$ cat config.mk
export PLATFORM = sky130hd
export DESIGN_NAME = uart_rx_assembler
export DESIGN_NICKNAME = d
export VERILOG_FILES = /design/src/rtl/uart_pkg.sv /design/src/rtl/uart_sync_fifo.sv /design/src/rtl/uart_rx_assembler.sv
export SDC_FILE = /design/constraint.sdc
export NUM_CORES = 1
export LEC_CHECK = 0
export ABC_AREA = 1
export CORE_UTILIZATION = 52
export CTS_BUF_LIST = sky130_fd_sc_hd__clkbuf_16
export DETAILED_ROUTE_END_ITERATION = 8
export PLACE_DENSITY = 0.77
export RECOVER_POWER = 50
export SYNTH_ARGS = -nofsm -noshare
export SYNTH_HDL_FRONTEND = slang
export SYNTH_SLANG_ARGS = --single-unit
export TNS_END_PERCENT = 100
$ cat constraint.sdc
create_clock -name clk -period 2.9 [get_ports clk]
set_clock_uncertainty 0.05 [all_clocks]
set_input_delay 0.435 -clock clk [delete_from_list [all_inputs] [get_ports clk]]
set_output_delay 0.435 -clock clk [all_outputs]
set_load 0.005 [all_outputs]
$ cat src/rtl/uart_pkg.sv
// rtl/uart_pkg.sv - shared UART receive-path types and default frame/FIFO sizing
package uart_pkg;

   typedef enum logic [1:0] {
      IDLE    = 2'd0,
      COLLECT = 2'd1,
      FULL    = 2'd2,
      ERR     = 2'd3
   } asm_state_t;

   localparam int UART_N_BITS     = 8;
   localparam int UART_FIFO_DEPTH = 4;

endpackage

$ cat src/rtl/uart_sync_fifo.sv
// rtl/uart_sync_fifo.sv - single-clock FIFO; a push into a full FIFO lands only if a pop frees a slot
module uart_sync_fifo #(
   parameter int WIDTH = 8,
   parameter int DEPTH = 4
) (
   input  logic                     clk,
   input  logic                     rst_n,
   input  logic                     i_push,
   input  logic [WIDTH-1:0]         i_data,
   input  logic                     i_pop,
   output logic [WIDTH-1:0]         o_data,
   output logic                     o_valid,
   output logic                     o_full,
   output logic [$clog2(DEPTH):0]   o_level
);

   localparam int PTR_W = $clog2(DEPTH);
   localparam int LVL_W = PTR_W + 1;

   logic [WIDTH-1:0] r_mem [DEPTH];
   logic [PTR_W-1:0] r_wr_ptr;
   logic [PTR_W-1:0] r_rd_ptr;
   logic [LVL_W-1:0] r_level;
   logic             w_do_pop;
   logic             w_do_push;

   assign o_valid   = (r_level != '0);
   assign o_full    = (r_level == LVL_W'(DEPTH));
   assign o_data    = r_mem[r_rd_ptr];
   assign o_level   = r_level;
   assign w_do_pop  = i_pop && o_valid;
   assign w_do_push = i_push && (!o_full || w_do_pop);

   always_ff @(posedge clk or negedge rst_n) begin
      if (!rst_n) begin
         r_wr_ptr <= '0;
         r_rd_ptr <= '0;
         r_level  <= '0;
         for (int i = 0; i < DEPTH; i++) r_mem[i] <= '0;
      end else begin
         if (w_do_push) begin
            r_mem[r_wr_ptr] <= i_data;
            r_wr_ptr        <= r_wr_ptr + PTR_W'(1);
         end
         if (w_do_pop) r_rd_ptr <= r_rd_ptr + PTR_W'(1);
         r_level <= r_level + LVL_W'(w_do_push) - LVL_W'(w_do_pop);
      end
   end

endmodule

$ cat src/rtl/uart_rx_assembler.sv
// rtl/uart_rx_assembler.sv - frames serial bits into bytes and queues good ones; UART_RX_STATS_EN adds err/drop counters
module uart_rx_assembler
   import uart_pkg::*;
#(
   parameter int N_BITS     = UART_N_BITS,
   parameter int FIFO_DEPTH = UART_FIFO_DEPTH
`ifdef UART_RX_STATS_EN
   ,
   parameter int STAT_W     = 16
`endif
) (
   input  logic                          clk,
   input  logic                          rst_n,
   input  logic                          bit_in,
   input  logic                          bit_valid,
   input  logic                          frame_done,
   input  logic                          frame_ok,
   output logic [N_BITS-1:0]             out_data,
   output logic                          out_valid,
   input  logic                          out_ready,
   output logic [$clog2(FIFO_DEPTH):0]   fifo_level,
   output logic                          frame_err,
`ifdef UART_RX_STATS_EN
   output logic                          overflow,
   output logic [STAT_W-1:0]             err_count,
   output logic [STAT_W-1:0]             drop_count
`else
   output logic                          overflow
`endif
);

   localparam int CNT_W = $clog2(N_BITS) + 1;
   localparam logic [CNT_W-1:0] CNT_FULL = CNT_W'(N_BITS);

   asm_state_t        r_state;
   logic [CNT_W-1:0]  r_cnt;
   logic [N_BITS-1:0] r_sh;
   logic              r_frame_err;
   logic              r_overflow;

   logic              w_accept;
   logic              w_overrun;
   logic [CNT_W-1:0]  w_cnt_next;
   logic [N_BITS-1:0] w_sh_next;
   logic              w_good;
   logic              w_ferr;
   logic              w_pop;
   logic              w_full;
   logic              w_ovf;

   // The bit arriving alongside frame_done is folded in before the verdict.
   assign w_accept   = bit_valid && ((r_state == IDLE) || (r_state == COLLECT));
   assign w_overrun  = bit_valid && (r_state == FULL);
   assign w_cnt_next = r_cnt + CNT_W'(w_accept);
   assign w_sh_next  = w_accept ? {bit_in, r_sh[N_BITS-1:1]} : r_sh;
   assign w_good     = frame_done && frame_ok && (w_cnt_next == CNT_FULL)
                       && (r_state != ERR) && !w_overrun;
   assign w_ferr     = frame_done && !w_good;
   assign w_pop      = out_valid && out_ready;
   assign w_ovf      = w_good && w_full && !w_pop;

   always_ff @(posedge clk or negedge rst_n) begin
      if (!rst_n) begin
         r_state     <= IDLE;
         r_cnt       <= '0;
         r_sh        <= '0;
         r_frame_err <= 1'b0;
         r_overflow  <= 1'b0;
      end else begin
         r_sh        <= w_sh_next;
         r_frame_err <= w_ferr;
         r_overflow  <= w_ovf;
         if (frame_done) begin
            r_state <= IDLE;
            r_cnt   <= '0;
         end else if (w_accept) begin
            r_cnt   <= w_cnt_next;
            r_state <= (w_cnt_next == CNT_FULL) ? FULL : COLLECT;
         end else if (w_overrun) begin
            r_state <= ERR;
         end
      end
   end

   assign frame_err = r_frame_err;
   assign overflow  = r_overflow;

   uart_sync_fifo #(
      .WIDTH (N_BITS),
      .DEPTH (FIFO_DEPTH)
   ) u_fifo (
      .clk     (clk),
      .rst_n   (rst_n),
      .i_push  (w_good),
      .i_data  (w_sh_next),
      .i_pop   (out_ready),
      .o_data  (out_data),
      .o_valid (out_valid),
      .o_full  (w_full),
      .o_level (fifo_level)
   );

`ifdef UART_RX_STATS_EN
   logic [STAT_W-1:0] r_err_count;
   logic [STAT_W-1:0] r_drop_count;

   always_ff @(posedge clk or negedge rst_n) begin
      if (!rst_n) begin
         r_err_count  <= '0;
         r_drop_count <= '0;
      end else begin
         if (w_ferr && (r_err_count != '1))  r_err_count  <= r_err_count + STAT_W'(1);
         if (w_ovf && (r_drop_count != '1))  r_drop_count <= r_drop_count + STAT_W'(1);
      end
   end

   assign err_count  = r_err_count;
   assign drop_count = r_drop_count;
`endif

endmodule

# Word level (Yosys, flattened, before mapping)
# Index checks and enable logic that the tools add are counted.
[classes]
add_sub_neg = 5
multipliers = 0
n_div = 0
order_cmp = 3
n_eq_ne = 5
shift = 0
muxes = 13
bitwise_logic = 2
n_reduce_logical = 22
[ops]
columns = ["cell", "count"]
rows = [
  ["bitwise mux 32 bit", 1],
  ["two-way mux 8 bit", 4],
  ["binary-select mux 8 bit (select 2 bit)", 1],
  ["demux 8 bit (select 2 bit)", 1],
  ["logical AND 1 bit", 12],
  ["two-way mux 2 bit", 4],
  ["two-way mux 4 bit", 2],
  [">= comparator 3 bit, second input constant", 2],
  ["NOT 2 -> 3 bit", 2],
  ["nonzero test 3 bit", 2],
  ["adder 2 x 1 -> 2 bit, second input constant", 2],
  ["adder 4 x 1 -> 4 bit", 1],
  ["equality test 4 bit, second input constant", 1],
  ["logical NOT 1 bit", 4],
  ["adder 3 x 1 -> 3 bit", 1],
  ["equality test 3 bit, second input constant", 1],
  ["less-than comparator 3 x 1 -> 1 bit, second input constant", 1],
  ["subtractor 3 x 1 -> 3 bit", 1],
  ["equality test 2 x 1 -> 1 bit, second input constant", 1],
  ["equality test 2 bit, second input constant", 1],
  ["logical NOT 2 bit", 1],
  ["logical OR 1 bit", 2],
  ["!= test 2 bit, second input constant", 1],
  ["nonzero test 2 bit", 1],
]
[totals]
regBits = 55
latchBits = 0
ramBits = 0
mem_bits_ro = 0
out_inout_bits = 14
elab_cells = 62
memories = 0

# Depth between registers and ports, before layout
# Gate-level depths: netlist of run 1.
[depth]
depth_word = 11
mapped_depth = 17
depth_no_buf = 16

# Modules after synthesis
# Synthesis of run 1 repeated with hierarchy kept, for this count alone.
[unflattened]
hier_cells = 323
hier_area_um2 = 2752.6
[modules_own_cells]
columns = ["module", "instances", "cells_per_inst", "area_per_inst_um2"]
rows = [
  ["uart_sync_fifo", 1, 231, 1971.9],
  ["uart_rx_assembler", 1, 92, 780.7],
]

# Least setup slack after synthesis of run 1
# Ideal clock, no wire load.
[synth_timing]
path_type = "register -> register"
startpoint = "register r_state[1]"
endpoint = "register u_fifo.r_level[2], in the netlist u_fifo.o_level[2]"
setup_ns = 0.123
arrival_time_ns = 2.587
required_time_ns = 2.727
setup_slack_ns = 0.140
stages_incl_launch_ff = 16
path_cell_list = "dfrtp_1 > nor2_4 > clkbuf_8 > ha_1 > ha_1 > nor2_1 > inv_1 > nor2_2 > nand2_2 > nor2_8 > nand2_1 > inv_1 > ha_1 > inv_1 > fa_1 > xnor2_1"
[synth_between]
elab_chain_cells = 11
elab_cells_between_ends = 16
classes_between = "add/sub (3); eq/ne (4); reduce/logical (9)"
[synth_rtl]
columns = ["item", "line_no", "rtl"]
rows = [
  ["start: declaration", "uart_rx_assembler.sv:35", "asm_state_t r_state;"],
  ["start signal: assignment", "uart_rx_assembler.sv:78", "r_state <= (w_cnt_next == CNT_FULL) ? FULL : COLLECT;"],
  ["equality test 2 x 1 -> 1 bit / logical NOT 2 bit (equally long branches)", "uart_rx_assembler.sv:52", "assign w_accept = bit_valid && ((r_state == IDLE) || (r_state == COLLECT));"],
  ["logical OR 1 bit", "uart_rx_assembler.sv:52", ""],
  ["logical AND 1 bit", "uart_rx_assembler.sv:52", ""],
  ["adder 4 x 1 -> 4 bit", "uart_rx_assembler.sv:54", "assign w_cnt_next = r_cnt + CNT_W'(w_accept);"],
  ["equality test 4 bit", "uart_rx_assembler.sv:56", "assign w_good = frame_done && frame_ok && (w_cnt_next == CNT_FULL)"],
  ["logical AND 1 bit", "uart_rx_assembler.sv:56", ""],
  ["logical AND 1 bit", "uart_rx_assembler.sv:57", "&& (r_state != ERR) && !w_overrun;"],
  ["logical AND 1 bit *", "uart_rx_assembler.sv:57", ""],
  ["logical AND 1 bit *", "uart_sync_fifo.sv:32", "assign w_do_push = i_push && (!o_full || w_do_pop);"],
  ["net u_fifo.w_do_push", "uart_sync_fifo.sv:25", "logic w_do_push;"],
  ["adder 3 x 1 -> 3 bit *", "uart_sync_fifo.sv:46", "r_level <= r_level + LVL_W'(w_do_push) - LVL_W'(w_do_pop);"],
  ["subtractor 3 x 1 -> 3 bit *", "uart_sync_fifo.sv:46", ""],
  ["end signal: assignment", "uart_sync_fifo.sv:46", ""],
  ["end: declaration", "uart_sync_fifo.sv:23", "logic [LVL_W-1:0] r_level;"],
]
# The timed path passes the listed nets; every way through them passes the cells marked *.
# A chain may end at the register's enable or synchronous reset.

# Worst setup path after layout of run 1
[layout_timing]
startpoint = "input bit_valid"
endpoint = "register u_fifo.r_level[1], in the netlist u_fifo.o_level[1]"
[layout_between]
elab_chain_cells = 9
elab_cells_between_ends = 11
classes_between = "add/sub (3); eq/ne (1); reduce/logical (7)"
[layout_rtl]
columns = ["item", "line_no", "rtl"]
rows = [
  ["start: declaration", "uart_rx_assembler.sv:15", "input logic bit_valid,"],
  ["logical AND 1 bit", "uart_rx_assembler.sv:52", ""],
  ["adder 4 x 1 -> 4 bit", "uart_rx_assembler.sv:54", ""],
  ["equality test 4 bit", "uart_rx_assembler.sv:56", ""],
  ["logical AND 1 bit", "uart_rx_assembler.sv:56", ""],
  ["logical AND 1 bit", "uart_rx_assembler.sv:57", ""],
  ["logical AND 1 bit *", "uart_rx_assembler.sv:57", ""],
  ["logical AND 1 bit *", "uart_sync_fifo.sv:32", ""],
  ["net u_fifo.w_do_push", "uart_sync_fifo.sv:25", ""],
  ["adder 3 x 1 -> 3 bit *", "uart_sync_fifo.sv:46", ""],
  ["subtractor 3 x 1 -> 3 bit *", "uart_sync_fifo.sv:46", ""],
]
# Marks and branches as above.

==> implementation parameters, run 1 <==
Parameter                              Value

Outcome
  Result of the run    completed

Logic synthesis
  Most frequently used flop master after synthesis    sky130_fd_sc_hd__dfrtp_1
  Sequential cell area fraction in the yosys report    between 40% and 50%
  Count of unique library cells instantiated by Yosys    25
  Syn Inst Count    320
  Async set-reset flop share out of synthesis    between 90% and 100%
  Average footprint of a synthesized cell    8.618 um2
  Mapped Nets    between 300 and 400
  Area of the mapped netlist    ~2800 um2
  Number of warning messages in the yosys log    0
  Flip-flop and latch count after synthesis    55
  Number of synthesized flops with an enable pin    0

Hold path
  Type of the worst min-delay path    in -> async

Setup path
  Critical Path Most Common Cell    sky130_fd_sc_hd__inv_1
  Data arrival time at the worst-slack endpoint    around 2.8 ns
  Maximum cell stage delay along the critical path    0.48 ns
  List of cells traversed by the critical path    clkdlybuf4s50_1 > inv_1 > nor2_4 > ha_1 > ha_1 > nor2_1 > inv_1 > nor2_2 > nand2_2 > nor2_8 > nand2_1 > inv_1 > ha_1 > inv_1 > fa_1 > inv_1
  Required time of the critical path    just over 3 ns
  Number of cells traversed by the worst register-to-register path    14
  Slowest stage cell on the critical path    sky130_fd_sc_hd__fa_1
  Sort of element at the start of the critical path    input pin
  Worst-path fanout max    2
  Crit end category    flip-flop
  Kind of critical path    in -> reg

Global route
  First-pass GRT wire length    around 10000 um
  Pin count of the biggest net entering global routing    40
  Antenna violations before repair    0
  Gr usage total    between 20% and 30%
  Grt ovf    0
  Via count of the first global-routing pass    2101

STA
  Shortest period the worst path allows    between 2 and 3 ns
  Worst-case hold slack    around 0.21 ns
  Fmax    between 300 and 400 MHz
  RSZ-0062 raised after global routing    no
  Number of hold violations in the final report    0
  Endpoints failing setup    0
  Number of pins exceeding their max-slew limit in the final report    0
  Measured slew at the worst slew-check pin    roughly 0.95 ns
  Worst slew slack as a fraction of its limit    36.80%
  Period utilization    between 90% and 100%

Floorplan
  Starting density of the core    a little over half
  CORE AREA    a little over 5000 um2
  Die Span X    74.82 um
  Placement row count    26
  Boundary Pins    21
  Chip height    about 75 um
  Die footprint    around 5600 um2

Clocking
  Number of clock buffers inserted by TritonCTS    5
  Number of buffers on the longest clock path    2
  Clock tree from TritonCTS    yes
  CTS Root Cell    sky130_fd_sc_hd__clkbuf_16
  Number of clock sinks    55
  Total number of H-tree levels    2
  Clock slew at the register clock pins of the worst setup and hold paths    around 0.07 ns
  PostCTS Resize Cnt    0
  Number of buffers added to fix hold violations after cts    0
  Worst skew pair latency    ~0.29 ns
  Post-CTS setup buffer count    0

Detailed routing
  Wire length per cell after detailed routing    about 15 um
  Number of iterations in the first detailed-routing pass    5
  Sum of routed wire length over all layers    about 6200 um
  Post-route DRC violation count    0
  Detail-routed via count per cell    approximately 5.5
  Total vias in the final route    around 2300
  First DRT Iteration DRCs    188
  Number of routed nets with antenna violations    0

Placed design
  DP Cell Count    405
  Dpl hpwl    4059 um
  Number of buffers added on ports    20
  Routability-driven placement congestion ratio    approximately 0.93
  Placed Instance Area    ~3000 um2

Flow run
  Max-cap violations    0

Power
  Clock network power share    between 20% and 30%
  Cell internal pwr    1528 uW
  IR Drop Worst-Case VDD    ~0.00049 V
  PnR Total Power    around 2300 uW
  Pleak    approximately 0.0016 uW
  Switching power summed over all nets    772.7 uW
  Relative contribution of combinational cells to total power    about a third
  Part of the total power dissipated in sequential elements    40.2%
  Switching power as a share of total power    between 30 and 40%
  Pwr per Cell Area    roughly 730 nW/um2

Layout
  Area of combinational cells with multiple inputs    between 1000 and 1500 um2
  Antenna cells    0
  Signed area change from the synthesized netlist to the final layout    13.57%
  Cell area after layout    3132 um2
  Final-layout fill cell count    between 400 and 500
  Fin cells    slightly above 400
  Final Net Count    358
  Fraction of layout cells with a size suffix above 1    approximately 7.6%
  Area used by sequential logic in the layout    1376 um2
routing by layer:
metal,vias to the layer above,routed length [um],track usage (%)
met4,0,150,12.16
met3,13,332,3.882
met1,1064,2729,32.60
met2,86,2964,38.94
li1,1121,-,-
met5,-,0,0
cells in the final DEF, fill, tap and decap left out, types with 2 or more instances in the layout:
cell                              Yosys  final
sky130_fd_sc_hd__inv_2                3      2
sky130_fd_sc_hd__xnor2_1              2      2
sky130_fd_sc_hd__dfrtp_1             55     55
sky130_fd_sc_hd__buf_4                0      9
sky130_fd_sc_hd__inv_1               23     26
sky130_fd_sc_hd__nand4_1             38     38
sky130_fd_sc_hd__nand2_1             99     99
sky130_fd_sc_hd__o21ai_0             18     22
sky130_fd_sc_hd__nand3_1             10     10
sky130_fd_sc_hd__ha_1                 8      8
sky130_fd_sc_hd__clkdlybuf4s50_1      0     18
sky130_fd_sc_hd__nand2_2              2      2
sky130_fd_sc_hd__clkbuf_16            0      5
sky130_fd_sc_hd__o22ai_1             10     10
sky130_fd_sc_hd__nor2_4               2      2
sky130_fd_sc_hd__nor2_1              22     22
sky130_fd_sc_hd__xor2_1               2      2
cells in the mapped netlist, types with 2 or more instances:
library cell / count / share of area, %
sky130_fd_sc_hd__clkbuf_1: 3 / 0.41
sky130_fd_sc_hd__inv_1: 23 / 3.1
sky130_fd_sc_hd__xnor2_1: 2 / 0.64
sky130_fd_sc_hd__o22ai_1: 10 / 2.3
sky130_fd_sc_hd__nand2_1: 99 / 13
sky130_fd_sc_hd__buf_2: 8 / 1.5
sky130_fd_sc_hd__o21ai_2: 3 / 0.95
sky130_fd_sc_hd__nand2_2: 2 / 0.45
sky130_fd_sc_hd__o21ai_0: 18 / 3.3
sky130_fd_sc_hd__nor2_1: 22 / 3.0
sky130_fd_sc_hd__nor2_4: 2 / 0.82
sky130_fd_sc_hd__nand3_1: 10 / 1.8
sky130_fd_sc_hd__buf_8: 3 / 1.6
sky130_fd_sc_hd__nand4_1: 38 / 8.6
sky130_fd_sc_hd__ha_1: 8 / 3.6
sky130_fd_sc_hd__xor2_1: 2 / 0.64
sky130_fd_sc_hd__dfrtp_1: 55 / 50
sky130_fd_sc_hd__o21ai_1: 3 / 0.54
sky130_fd_sc_hd__inv_2: 3 / 0.41
worst max-delay path: cells and delay by family:
kind | cells | cell delay, ns
adders and majority gates | 4 | 1.11
buffers and inverters | 6 | 0.75
and+or+nand+nor | 6 | 0.55
flip-flops by register name, indices dropped and copies added (netlist names):
register and cells:
r_state 2, r_cnt 4, overflow 1, u_fifo.r_wr_ptr 2
u_fifo.r_rd_ptr 2, frame_err 1, r_sh 8, u_fifo.o_level 3
u_fifo.r_mem 32
logic make-up (layout without fill, tap and decap cells):
| kind of cell | after synthesis | in the layout | synth area share [%] |
|---|---|---|---|
| buf+inv | 41 | 64 | 7.531 |
| simple gates | 175 | 175 | 29.13 |
| xor+xnor | 4 | 4 | 1.271 |
| fa+ha+maj | 9 | 9 | 4.356 |
| compound gates | 36 | 36 | 7.804 |
| flops | 55 | 55 | 49.91 |
path summary, 6_finish.rpt:
kind	startpoint	to	slack, ns
worst min-delay path	rst_n	u_fifo.r_mem[8]	0.21
max in group asynchronous	rst_n	r_sh[6]	1.13
worst max-delay path	bit_valid	u_fifo.o_level[1]	0.19
worst min register to register	u_fifo.r_mem[14]	u_fifo.r_mem[14]	0.43
worst max register to register	r_state[1]	u_fifo.o_level[1]	0.37
min in group clk	u_fifo.r_mem[14]	u_fifo.r_mem[14]	0.43
stage by stage:
| step | worst slack [ns] | util [%] | TNS, ns |
|---|---|---|---|
| global route | 0.03099 | 61.32 | 0 |
| finish | 0.1892 | 61.32 | 0 |
| global placement | -0.03302 | 58.84 | -0.06592 |
| floorplan | 0.1401 | - | 0 |
| detailed placement | -0.1091 | 58.84 | -0.2167 |
| CTS | 0.2004 | 61.54 | 0 |
power by group through the flow:
stage / logic, uW / clock network [uW] / registers (uW)
after floorplan: 472 / 0 / 919
after global placement: 793 / 0 / 936
after detailed placement: 809 / 0 / 938
after CTS: 812 / 580 / 926
after global routing: 888 / 606 / 936
final: 801 / 575 / 925
final cells by class:
type | count | area share [%]
tap | 70 | 2.797
clock buffer | 5 | 3.995
multi-input combinational | 224 | 37.24
inverter | 26 | 3.116
clock inverter | 3 | 0.3995
timing repair buffer | 30 | 8.510
sequential | 55 | 43.95
Note: power is estimated with default switching activity, not from simulation.
==> run 2: changes to the inputs <==
--- a/config.mk
+++ b/config.mk
@@ -6,6 +6,7 @@
 export NUM_CORES = 1
 export LEC_CHECK = 0
 export ABC_AREA = 1
+export CAP_MARGIN = 20
 export CORE_UTILIZATION = 52
 export CTS_BUF_LIST = sky130_fd_sc_hd__clkbuf_16
 export DETAILED_ROUTE_END_ITERATION = 8
==> results of run 2 <==
Final layout, timing and power as in run 1 (identical DEF).
==> run 3: changes to the inputs <==
--- a/config.mk
+++ b/config.mk
@@ -7,6 +7,7 @@
 export LEC_CHECK = 0
 export ABC_AREA = 1
 export CAP_MARGIN = 20
+export CORE_ASPECT_RATIO = 0.5
 export CORE_UTILIZATION = 52
 export CTS_BUF_LIST = sky130_fd_sc_hd__clkbuf_16
 export DETAILED_ROUTE_END_ITERATION = 8
==> run 3 against run 2 <==
Wire length is 1.9% higher. Flip-flop and latch count stayed put. Core utilization is 1.5 points higher. Clock-buffer cell count stayed put. Largest cell class unchanged. Worst setup slack better by 0.015 ns. Worst hold slack better by 0.22 ns.
==> implementation parameters, run 3 (synthesized netlist as in run 1, its figures left out) <==
Parameter                              Value

Setup path
  Maximum cell stage delay along the critical path    0.50 ns (was 0.48 ns)
  Crit end category    flip-flop (unchanged)
  Kind of critical path    in -> reg (unchanged)
  Buf/Inv on CP    5 (was 6)
  Number of cells traversed by the worst register-to-register path    14 (unchanged)
  Data arrival time at the worst-slack endpoint    2.86 ns (was 2.84 ns)
  List of cells traversed by the critical path    clkdlybuf4s50_1 > inv_2 > nor2_4 > ha_4 > ha_1 > nor2_2 > inv_1 > nor2_2 > nand2_2 > nor2_8 > nand2_1 > inv_1 > ha_1 > inv_1 > fa_1 > xnor2_1 (was clkdlybuf4s50_1 > inv_1 > nor2_4 > ha_1 > ha_1 > nor2_1 > inv_1 > nor2_2 > nand2_2 > nor2_8 > nand2_1 > inv_1 > ha_1 > inv_1 > fa_1 > inv_1)
  Largest delay share family, worst path    adder cells (unchanged)
  Critical path depth    16 (unchanged)
  Required time of the critical path    3.07 ns (was 3.03 ns)
  Slowest stage cell on the critical path    sky130_fd_sc_hd__clkdlybuf4s50_1 (was sky130_fd_sc_hd__fa_1)
  Worst-path fanout max    4 (was 2)
  Critical Path Most Common Cell    sky130_fd_sc_hd__inv_1 (unchanged)
  Sort of element at the start of the critical path    input pin (unchanged)

Power
  Part of the total power dissipated in sequential elements    39.3% (was 40.2%)
  PnR Total Power    2353 uW (was 2301 uW)
  Switching power summed over all nets    809.5 uW (was 772.7 uW)
  Pleak    0.001606 uW (was 0.001613 uW)
  Pwr per Cell Area    745.4 nW/um2 (was 734.7 nW/um2)
  Clock network power share    24.6% (was 25.0%)
  Switching power as a share of total power    34.41% (was 33.58%)
  Cell internal pwr    1543 uW (was 1528 uW)
  IR Drop Worst-Case VDD    0.0004949 V (was 0.0004878 V)
  Relative contribution of combinational cells to total power    36.1% (was 34.8%)

Detailed routing
  Detail-routed via count per cell    5.600 (was 5.530)
  First DRT Iteration DRCs    232 (was 188)
  Number of routed nets with antenna violations    0 (unchanged)
  Total vias in the final route    2313 (was 2284)
  Post-route DRC violation count    0 (unchanged)
  Number of iterations in the first detailed-routing pass    6 (was 5)
  Sum of routed wire length over all layers    6293 um (was 6176 um)
  Wire length per cell after detailed routing    15.24 um (was 14.95 um)

Global route
  Pin count of the biggest net entering global routing    40 (unchanged)
  Grt ovf    0 (unchanged)
  First-pass GRT wire length    10310 um (was 9984 um)
  Antenna violations before repair    0 (unchanged)
  Via count of the first global-routing pass    2126 (was 2101)
  Gr usage total    24.77% (was 24.42%)

Clocking
  Clock tree from TritonCTS    yes (unchanged)
  Total number of H-tree levels    2 (unchanged)
  Number of clock buffers inserted by TritonCTS    5 (unchanged)
  Clock slew at the register clock pins of the worst setup and hold paths    0.07 ns (about the same)
  Number of clock sinks    55 (unchanged)
  Number of buffers on the longest clock path    2 (unchanged)
  CTS Root Cell    sky130_fd_sc_hd__clkbuf_16 (unchanged)
  Worst skew pair latency    0.29 ns (about the same)

Hold path
  Type of the worst min-delay path    reg -> reg (was in -> async)
  Hold Path Stages    2

STA
  Setup WS post-layout    0.2042 ns (was 0.1892 ns)
  Measured slew at the worst slew-check pin    0.9406 ns (was 0.9481 ns)
  Setup TNS    0 ns (unchanged)
  Number of pins exceeding their max-slew limit in the final report    0 (unchanged)
  Shortest period the worst path allows    2.696 ns (was 2.711 ns)
  Number of hold violations in the final report    0 (unchanged)
  Fmax    370.9 MHz (was 368.9 MHz)
  Period utilization    92.96% (was 93.48%)
  Endpoints failing setup    0 (unchanged)
  Worst slew slack as a fraction of its limit    37.29% (was 36.80%)

Floorplan
  Placement row count    18 (was 26)
  CORE AREA    5022 um2 (was 5107 um2)
  Die Span X    105.0 um (was 74.82 um)
  Starting density of the core    54.91% (was 53.99%)
  Boundary Pins    21 (unchanged)
  Chip height    53.50 um (was 74.82 um)
  Die footprint    5616 um2 (was 5598 um2)

Layout
  Largest registers ranked by flip-flop count    u_fifo.r_mem x32, r_sh x8, r_cnt x4 (unchanged)
  Max reg flops    32 (unchanged)
  Antenna cells    0 (unchanged)
  Signed area change from the synthesized netlist to the final layout    14.47% (was 13.57%)
  Final-layout fill cell count    424 (was 444)
  Most used cells in the layout excluding fill and tap cells    sky130_fd_sc_hd__nand2_1 (99), sky130_fd_sc_hd__dfrtp_1 (55), sky130_fd_sc_hd__nand4_1 (38), sky130_fd_sc_hd__inv_1 (24), sky130_fd_sc_hd__nor2_1 (21) (was sky130_fd_sc_hd__nand2_1 (99), sky130_fd_sc_hd__dfrtp_1 (55), sky130_fd_sc_hd__nand4_1 (38), sky130_fd_sc_hd__inv_1 (26))
  Final Net Count    358 (unchanged)
  Fraction of layout cells with a size suffix above 1    8.746% (was 7.580%)
  Leading cell type in the layout, fill and taps excluded    sky130_fd_sc_hd__nand2_1 (unchanged)
  Cell area after layout    3157 um2 (was 3132 um2)
  Top reg by flops    u_fifo.r_mem (unchanged)

Placed design
  Placed Instance Area    2998 um2 (was 3005 um2)
  Dpl hpwl    4231 um (was 4059 um)
  DP Worst Slack    -0.2250 ns (was -0.1091 ns)
  Routability-driven placement congestion ratio    0.8496 (was 0.9314)
  Number of buffers added on ports    20 (unchanged)

Flow run
  Max-cap violations    0 (unchanged)

Outcome
  Result of the run    completed (unchanged)
## run 3: changes by cell type in the layout (fill, tap and decap cells not counted), moves of 2 or more
cell                      delta
sky130_fd_sc_hd__buf_4       -2
sky130_fd_sc_hd__inv_1       -2
sky130_fd_sc_hd__o21ai_2     +2
sky130_fd_sc_hd__o21ai_0     -4
sky130_fd_sc_hd__o21ai_1     +2
## run 3: worst paths after layout
kind	start	endpoint	slack (ns)
min	u_fifo.r_mem[21]	u_fifo.r_mem[21]	0.43
max in group asynchronous	rst_n	u_fifo.r_mem[19]	0.83
min in group asynchronous	rst_n	u_fifo.o_level[0]	0.68
max reg2reg	r_state[1]	u_fifo.o_level[2]	0.39
min reg2reg	u_fifo.r_mem[21]	u_fifo.r_mem[21]	0.43
max	bit_valid	u_fifo.o_level[2]	0.20
## run 3: routing by layer
metal | GRT usage, % | vias up | share of wire, %
li1 | - | 1114 | -
met2 | 39.74 | 72 | 45
met3 | 5.911 | 11 | 6.2
met5 | 0 | - | 0
met4 | 7.981 | 0 | 1.6
met1 | 33.62 | 1116 | 47
## run 3: metrics by stage
stage / std cells / hold WS [ns] / util, %
after floorplan: 320 / 0.08941 / -
after global placement: 404 / 0.2911 / 59.69
after detailed placement: 404 / 0.2998 / 59.69
after CTS: 413 / 0.4323 / 62.71
after global routing: 413 / 0.4553 / 62.86
final: 413 / 0.4289 / 62.86
## run 3: layout make-up
cell class | instances | area, um2 | share of cell area, %
clock buffer | 5 | 125.1 | 3.964
clock inverter | 3 | 16.27 | 0.5153
inverter | 26 | 97.59 | 3.092
multi-input combinational | 224 | 1189 | 37.65
sequential | 55 | 1376 | 43.60
tap | 70 | 87.58 | 2.774
timing repair buffer | 30 | 265.3 | 8.403
## run 3: power groups by stage
stage	Combinational, uW	Clock [uW]	Sequential, uW
global placement	822	0	934
global route	937	617	936
finish	850	578	925
detailed placement	830	0	935
CTS	841	588	923
floorplan	472	0	919
## run 3: worst min-delay path, cell delays in order (launching register included)
cell and delay, ns:
sky130_fd_sc_hd__dfrtp_1 0.34, sky130_fd_sc_hd__nand2_1 0.05, sky130_fd_sc_hd__nand2_1 0.06
## run 3: what timing repair did
| action | in CTS | in global routing |
|---|---|---|
| gates resized for setup | 0 | 3 |
| setup endpoints to repair | 0 | 2 |
| endpoints found under the hold margin | 13 | 0 |
| buffers inserted | 0 | 0 |
| hold buffers | 1 | 0 |
